File: config.mk
export PLATFORM = sky130hd
export DESIGN_NAME = ram_port_arbiter
export DESIGN_NICKNAME = d
export VERILOG_FILES = /design/src/rtl/ram_port_arbiter.sv
export SDC_FILE = /design/constraint.sdc
export NUM_CORES = 1
export LEC_CHECK = 0
export CELL_PAD_IN_SITES_DETAIL_PLACEMENT = 0
export CELL_PAD_IN_SITES_GLOBAL_PLACEMENT = 2
export CORE_UTILIZATION = 16
export DETAILED_ROUTE_END_ITERATION = 16
export GPL_TIMING_DRIVEN = 1
export PLACE_DENSITY = 0.71
export SYNTH_ARGS = -nofsm -noshare
export SYNTH_HDL_FRONTEND = slang
export SYNTH_SLANG_ARGS = --single-unit
File: constraint.sdc
create_clock -name clk -period 1.3 [get_ports clk]
set_input_delay 0.26 -clock clk [delete_from_list [all_inputs] [get_ports clk]]
set_output_delay 0.26 -clock clk [all_outputs]
set_load 0.02 [all_outputs]
File: src/rtl/ram_port_arbiter.sv
// ram_port_arbiter
// Shares one single-port synchronous RAM between the CPU (separate read and
// write ports, never stalled) and a DMA requester that uses idle RAM cycles.
// Read data is steered back to its issuer by a registered owner tag.
module ram_port_arbiter #(
  parameter int ADDR_BITS    = 8,
  parameter int DATA_BITS    = 8,
  parameter int STARVE_LIMIT = 16
) (
  input  logic                 clk,
  input  logic                 reset,
  input  logic                 cpu_rd_en,
  input  logic [ADDR_BITS-1:0] cpu_rd_addr,
  output logic [DATA_BITS-1:0] cpu_rd_data,
  input  logic                 cpu_wr_en,
  input  logic [ADDR_BITS-1:0] cpu_wr_addr,
  input  logic [DATA_BITS-1:0] cpu_wr_data,
  input  logic                 dma_req,
  input  logic                 dma_we,
  input  logic [ADDR_BITS-1:0] dma_addr,
  input  logic [DATA_BITS-1:0] dma_wdata,
  output logic                 dma_gnt,
  output logic                 dma_rvalid,
  output logic [DATA_BITS-1:0] dma_rdata,
  output logic                 dma_starved,
  output logic                 conflict_err,
  output logic                 ram_en,
  output logic                 ram_we,
  output logic [ADDR_BITS-1:0] ram_addr,
  output logic [DATA_BITS-1:0] ram_wdata,
  input  logic [DATA_BITS-1:0] ram_rdata
);

  localparam int CNT_W = $clog2(STARVE_LIMIT + 1);
  localparam logic [CNT_W-1:0] CNT_MAX = CNT_W'(STARVE_LIMIT);

  typedef enum logic [1:0] {
    OWN_NONE = 2'd0,
    OWN_CPU  = 2'd1,
    OWN_DMA  = 2'd2
  } owner_t;

  logic                 wr_sel_s;
  logic                 rd_sel_s;
  logic                 dma_sel_s;
  owner_t               owner_nxt_s;
  owner_t               rsp_owner_r;
  logic [DATA_BITS-1:0] hold_r;
  logic [DATA_BITS-1:0] dma_rdata_r;
  logic [CNT_W-1:0]     wait_cnt_r;
  logic [CNT_W-1:0]     wait_nxt_s;
  logic                 conflict_r;

  // Fixed-priority select (cpu_wr > cpu_rd > dma); nothing is selected while reset is held.
  always_comb begin
    wr_sel_s  = reset & cpu_wr_en;
    rd_sel_s  = reset & cpu_rd_en & ~cpu_wr_en;
    dma_sel_s = reset & dma_req & ~cpu_wr_en & ~cpu_rd_en;
  end

  // Drive the RAM from the winning request; idle port is all-zero to keep waves clean.
  always_comb begin
    ram_en    = 1'b0;
    ram_we    = 1'b0;
    ram_addr  = {ADDR_BITS{1'b0}};
    ram_wdata = {DATA_BITS{1'b0}};
    if (wr_sel_s) begin
      ram_en    = 1'b1;
      ram_we    = 1'b1;
      ram_addr  = cpu_wr_addr;
      ram_wdata = cpu_wr_data;
    end else if (rd_sel_s) begin
      ram_en    = 1'b1;
      ram_addr  = cpu_rd_addr;
    end else if (dma_sel_s) begin
      ram_en    = 1'b1;
      ram_we    = dma_we;
      ram_addr  = dma_addr;
      ram_wdata = dma_wdata;
    end else begin
      ram_en    = 1'b0;
    end
  end

  // Owner of the read issued this cycle, and next value of the DMA wait counter.
  always_comb begin
    owner_nxt_s = OWN_NONE;
    wait_nxt_s  = {CNT_W{1'b0}};
    if (rd_sel_s) begin
      owner_nxt_s = OWN_CPU;
    end else if (dma_sel_s && !dma_we) begin
      owner_nxt_s = OWN_DMA;
    end else begin
      owner_nxt_s = OWN_NONE;
    end
    if (dma_req && !dma_sel_s) begin
      if (wait_cnt_r == CNT_MAX) begin
        wait_nxt_s = wait_cnt_r;
      end else begin
        wait_nxt_s = wait_cnt_r + CNT_W'(1);
      end
    end else begin
      wait_nxt_s = {CNT_W{1'b0}};
    end
  end

  // Owner tag, read-data holding registers, wait counter and sticky conflict flag.
  always_ff @(posedge clk or negedge reset) begin
    if (!reset) begin
      rsp_owner_r <= OWN_NONE;
      hold_r      <= {DATA_BITS{1'b0}};
      dma_rdata_r <= {DATA_BITS{1'b0}};
      wait_cnt_r  <= {CNT_W{1'b0}};
      conflict_r  <= 1'b0;
    end else begin
      rsp_owner_r <= owner_nxt_s;
      wait_cnt_r  <= wait_nxt_s;
      if (rsp_owner_r == OWN_CPU) begin
        hold_r <= ram_rdata;
      end
      if (rsp_owner_r == OWN_DMA) begin
        dma_rdata_r <= ram_rdata;
      end
      if (cpu_wr_en && cpu_rd_en) begin
        conflict_r <= 1'b1;
      end
    end
  end

  // Route the RAM response to its owner; the other side sees its held value.
  always_comb begin
    cpu_rd_data  = hold_r;
    dma_rvalid   = 1'b0;
    dma_rdata    = dma_rdata_r;
    case (rsp_owner_r)
      OWN_CPU: cpu_rd_data = ram_rdata;
      OWN_DMA: begin
        dma_rvalid = 1'b1;
        dma_rdata  = ram_rdata;
      end
      default: begin
        cpu_rd_data = hold_r;
        dma_rvalid  = 1'b0;
      end
    endcase
    dma_gnt      = dma_sel_s;
    dma_starved  = (wait_cnt_r == CNT_MAX);
    conflict_err = conflict_r;
  end

endmodule

==> results.toml <==
[run_status]
status = "complete, but fails checks"
violations = "negative setup slack"

[clock_tree]
cts_made_buffers = 3
clk_pin_slew_worst_paths_ns = 0.08
clock-root-buffer = "clkbuf_8"
cts_max_level = 1
clock_sinks = 24
clock_latency_ns = 0.26
cts_tree = "built"
cts_buffer_depth = 2

[layout]
final_common_cell = "clkdlybuf4s50_1"
layout-drive-gt1-share = 0.5522
nets = 287
fillers = 700
final_core_utilization = 0.3915
layout_common_cells = "clkdlybuf4s50_1 (49), buf_6 (44), dfrtp_1 (24), buf_4 (20), mux2_4 (12)"
syn_to_final_growth_pct = 134.3
diodes = 0

[floorplan]
core.rowCount = 31
die_y_um = 89.50
die_x_um = 89.50
core_um2 = 7331
ios = 92
start_util = 0.1671
dieArea_um2 = 8009

[sta]
fmax_mhz = 589.1
fin_worst_skew_ns = 0.0009112
min_period_ns = 1.697
tightestPinTransition_ns = 0.3167
finalWorstSetupSlack_ns = -0.3975
maxSlewHeadroom = 0.7889
final-setup-viol-count = 39
rsz0062_at_grt = "yes"
drv_slew = 0
tns_ns = -8.877
finalHoldViolCount = 0
period_share = 1.306

[route]
drc = 0
wl_per_cell_um = 12.34
drtPass1Iterations = 4
ant_nets = 0
via_count = 1284
vias_per_cell = 3.903
drt_iter0_drc = 30
drt-total-wl_mm = 4.060

[global_routing]
gr-total-overflow = 0
grt_pass1_vias = 1322
grt_first_pass_wirelength_mm = 6.189
antenna_found_initial = 0
grt_max_degree = 25
grtUsageTotal = 0.1005

[logic_synthesis]
syn_area_um2 = 1225
synth_area_leaders = "dfrtp_1 (49%), mux2_2 (15%), a22o_1 (5.7%)"
ys_seq_area_frac = 0.4903
ys_types = 24
netlist.area_leader.share = 0.4903
synth.net_count = 165
syn_avg_cell_area_um2 = 11.24
ys_warn_count = 0
yosys.area.top_type = "dfrtp_1"
synth_seq_cells = 24
synthCells = 109

[pwr]
irDropWorstVdd_v = 0.0003417
power.density_nw_per_um2 = 889.1
p_leak_nw = 1.343

[place]
port_buffers = 91
dp.final_hpwl_mm = 2.872
gp_congestion = 0.7001

[worst_setup_path]
worstPathRequired_ns = 1.04
cp-end-kind = "output port"
startpoint_type = "register"
critical_path.max_fanout = 5
arrival_ns = 1.44
worstSetupPathType = "register to output port"

[job]
cap_viol_max_count = 0

[min_path]
hold_path.class = "input pin to register"
-- cell usage after synthesis, drive strengths merged --
| cell type | instances |
|---|---|
| nor4bb | 1 |
| or3 | 1 |
| nand3 | 2 |
| nand2 | 16 |
| o21ai | 1 |
| a22o | 8 |
| nor2 | 4 |
| ha | 2 |
| and4bb | 1 |
| a22oi | 8 |
| buf | 8 |
| inv | 3 |
| and3b | 1 |
| nor3 | 1 |
| nand2b | 2 |
| mux2 | 16 |
| a21o | 2 |
| and2 | 1 |
| xor2 | 2 |
| dfrtp | 24 |
| xnor2 | 2 |
| mux2i | 1 |
| nor2b | 2 |
-- power by group --
group / internal, mW / switching (mW)
sequential: 0.861 / 0.0318
combinational: 0.675 / 0.474
clock: 0.270 / 0.239
-- per-layer routing --
metal,routed length [um],GRT usage,vias to the layer above
met5,0,0,-
met4,31,0.01732,0
met3,205,0.03139,4
met2,2255,0.1797,42
met1,1568,0.1194,617
li1,-,-,621
-- registers in the layout (all words and copies together) (netlist names) --
register      cells
rsp_owner_r       2
wait_cnt_r        5
dma_rdata_r       8
conflict_err      1
hold_r            8
-- critical path: stages (launching register included) --
cell and delay, ns:
dfrtp_1 0.37, nand2b_1 0.19, buf_6 0.15, mux2_4 0.30
buf_4 0.16
-- logic make-up (layout without fill, tap and decap cells) --
group,Yosys count,count (layout),synth area share
simple gates,32,32,0.1307
flops,24,24,0.4903
compound gates,19,19,0.1226
mux,17,17,0.1553
buf+inv,11,132,0.05209
xor+xnor,4,4,0.02861
fa+ha+maj,2,2,0.02043
-- final cells by class --
class | instances | area [um^2] | share of cell area
Tap cell | 99 | 123.9 | 0.04316
Timing Repair Buffer | 125 | 1310 | 0.4564
Multi-Input combinational cell | 74 | 769.5 | 0.2681
Clock buffer | 4 | 55.05 | 0.01918
Inverter | 3 | 11.26 | 0.003923
Sequential cell | 24 | 600.6 | 0.2092
-- worst paths after layout --
check	cells after the start	endpoint	slack [ns]	start
max	4	dma_rdata[4]	-0.40	rsp_owner_r[0]
min	2	conflict_err	0.19	cpu_rd_en
max reg2reg	7	wait_cnt_r[1]	-0.09	wait_cnt_r[1]
min reg2reg	1	conflict_err	0.46	conflict_err
max in group asynchronous	3	dma_rdata_r[6]	0.55	reset
min in group asynchronous	3	conflict_err	0.51	reset
-- through the flow --
stage          setup slack [ns]  hold slack [ns]  cell area, um^2  total power, mW  cells
2_1_floorplan          -0.01105         -0.03559             1232            1.315    109
3_3_place_gp             -1.047           0.4631             2367            1.849    310
3_5_place_dp             -1.057           0.4491             2367            1.853    310
4_1_cts                 -0.4530          0.01005             2818            2.545    328
5_1_grt                 -0.4544           0.1910             2870            2.697    329
6_report                -0.3975           0.1931             2870            2.552    329
-- what timing repair did --
item / CTS / global route
endpoints found under the hold margin: 0 / 24
pin swaps: 18 / 12
cloned: 3 / 0
hold buffers: 0 / 1
gates resized for setup: 286 / 24
buffers inserted: 12 / 4
setup endpoints to repair: 40 / 42
Note: power is estimated with default switching activity, not from simulation.
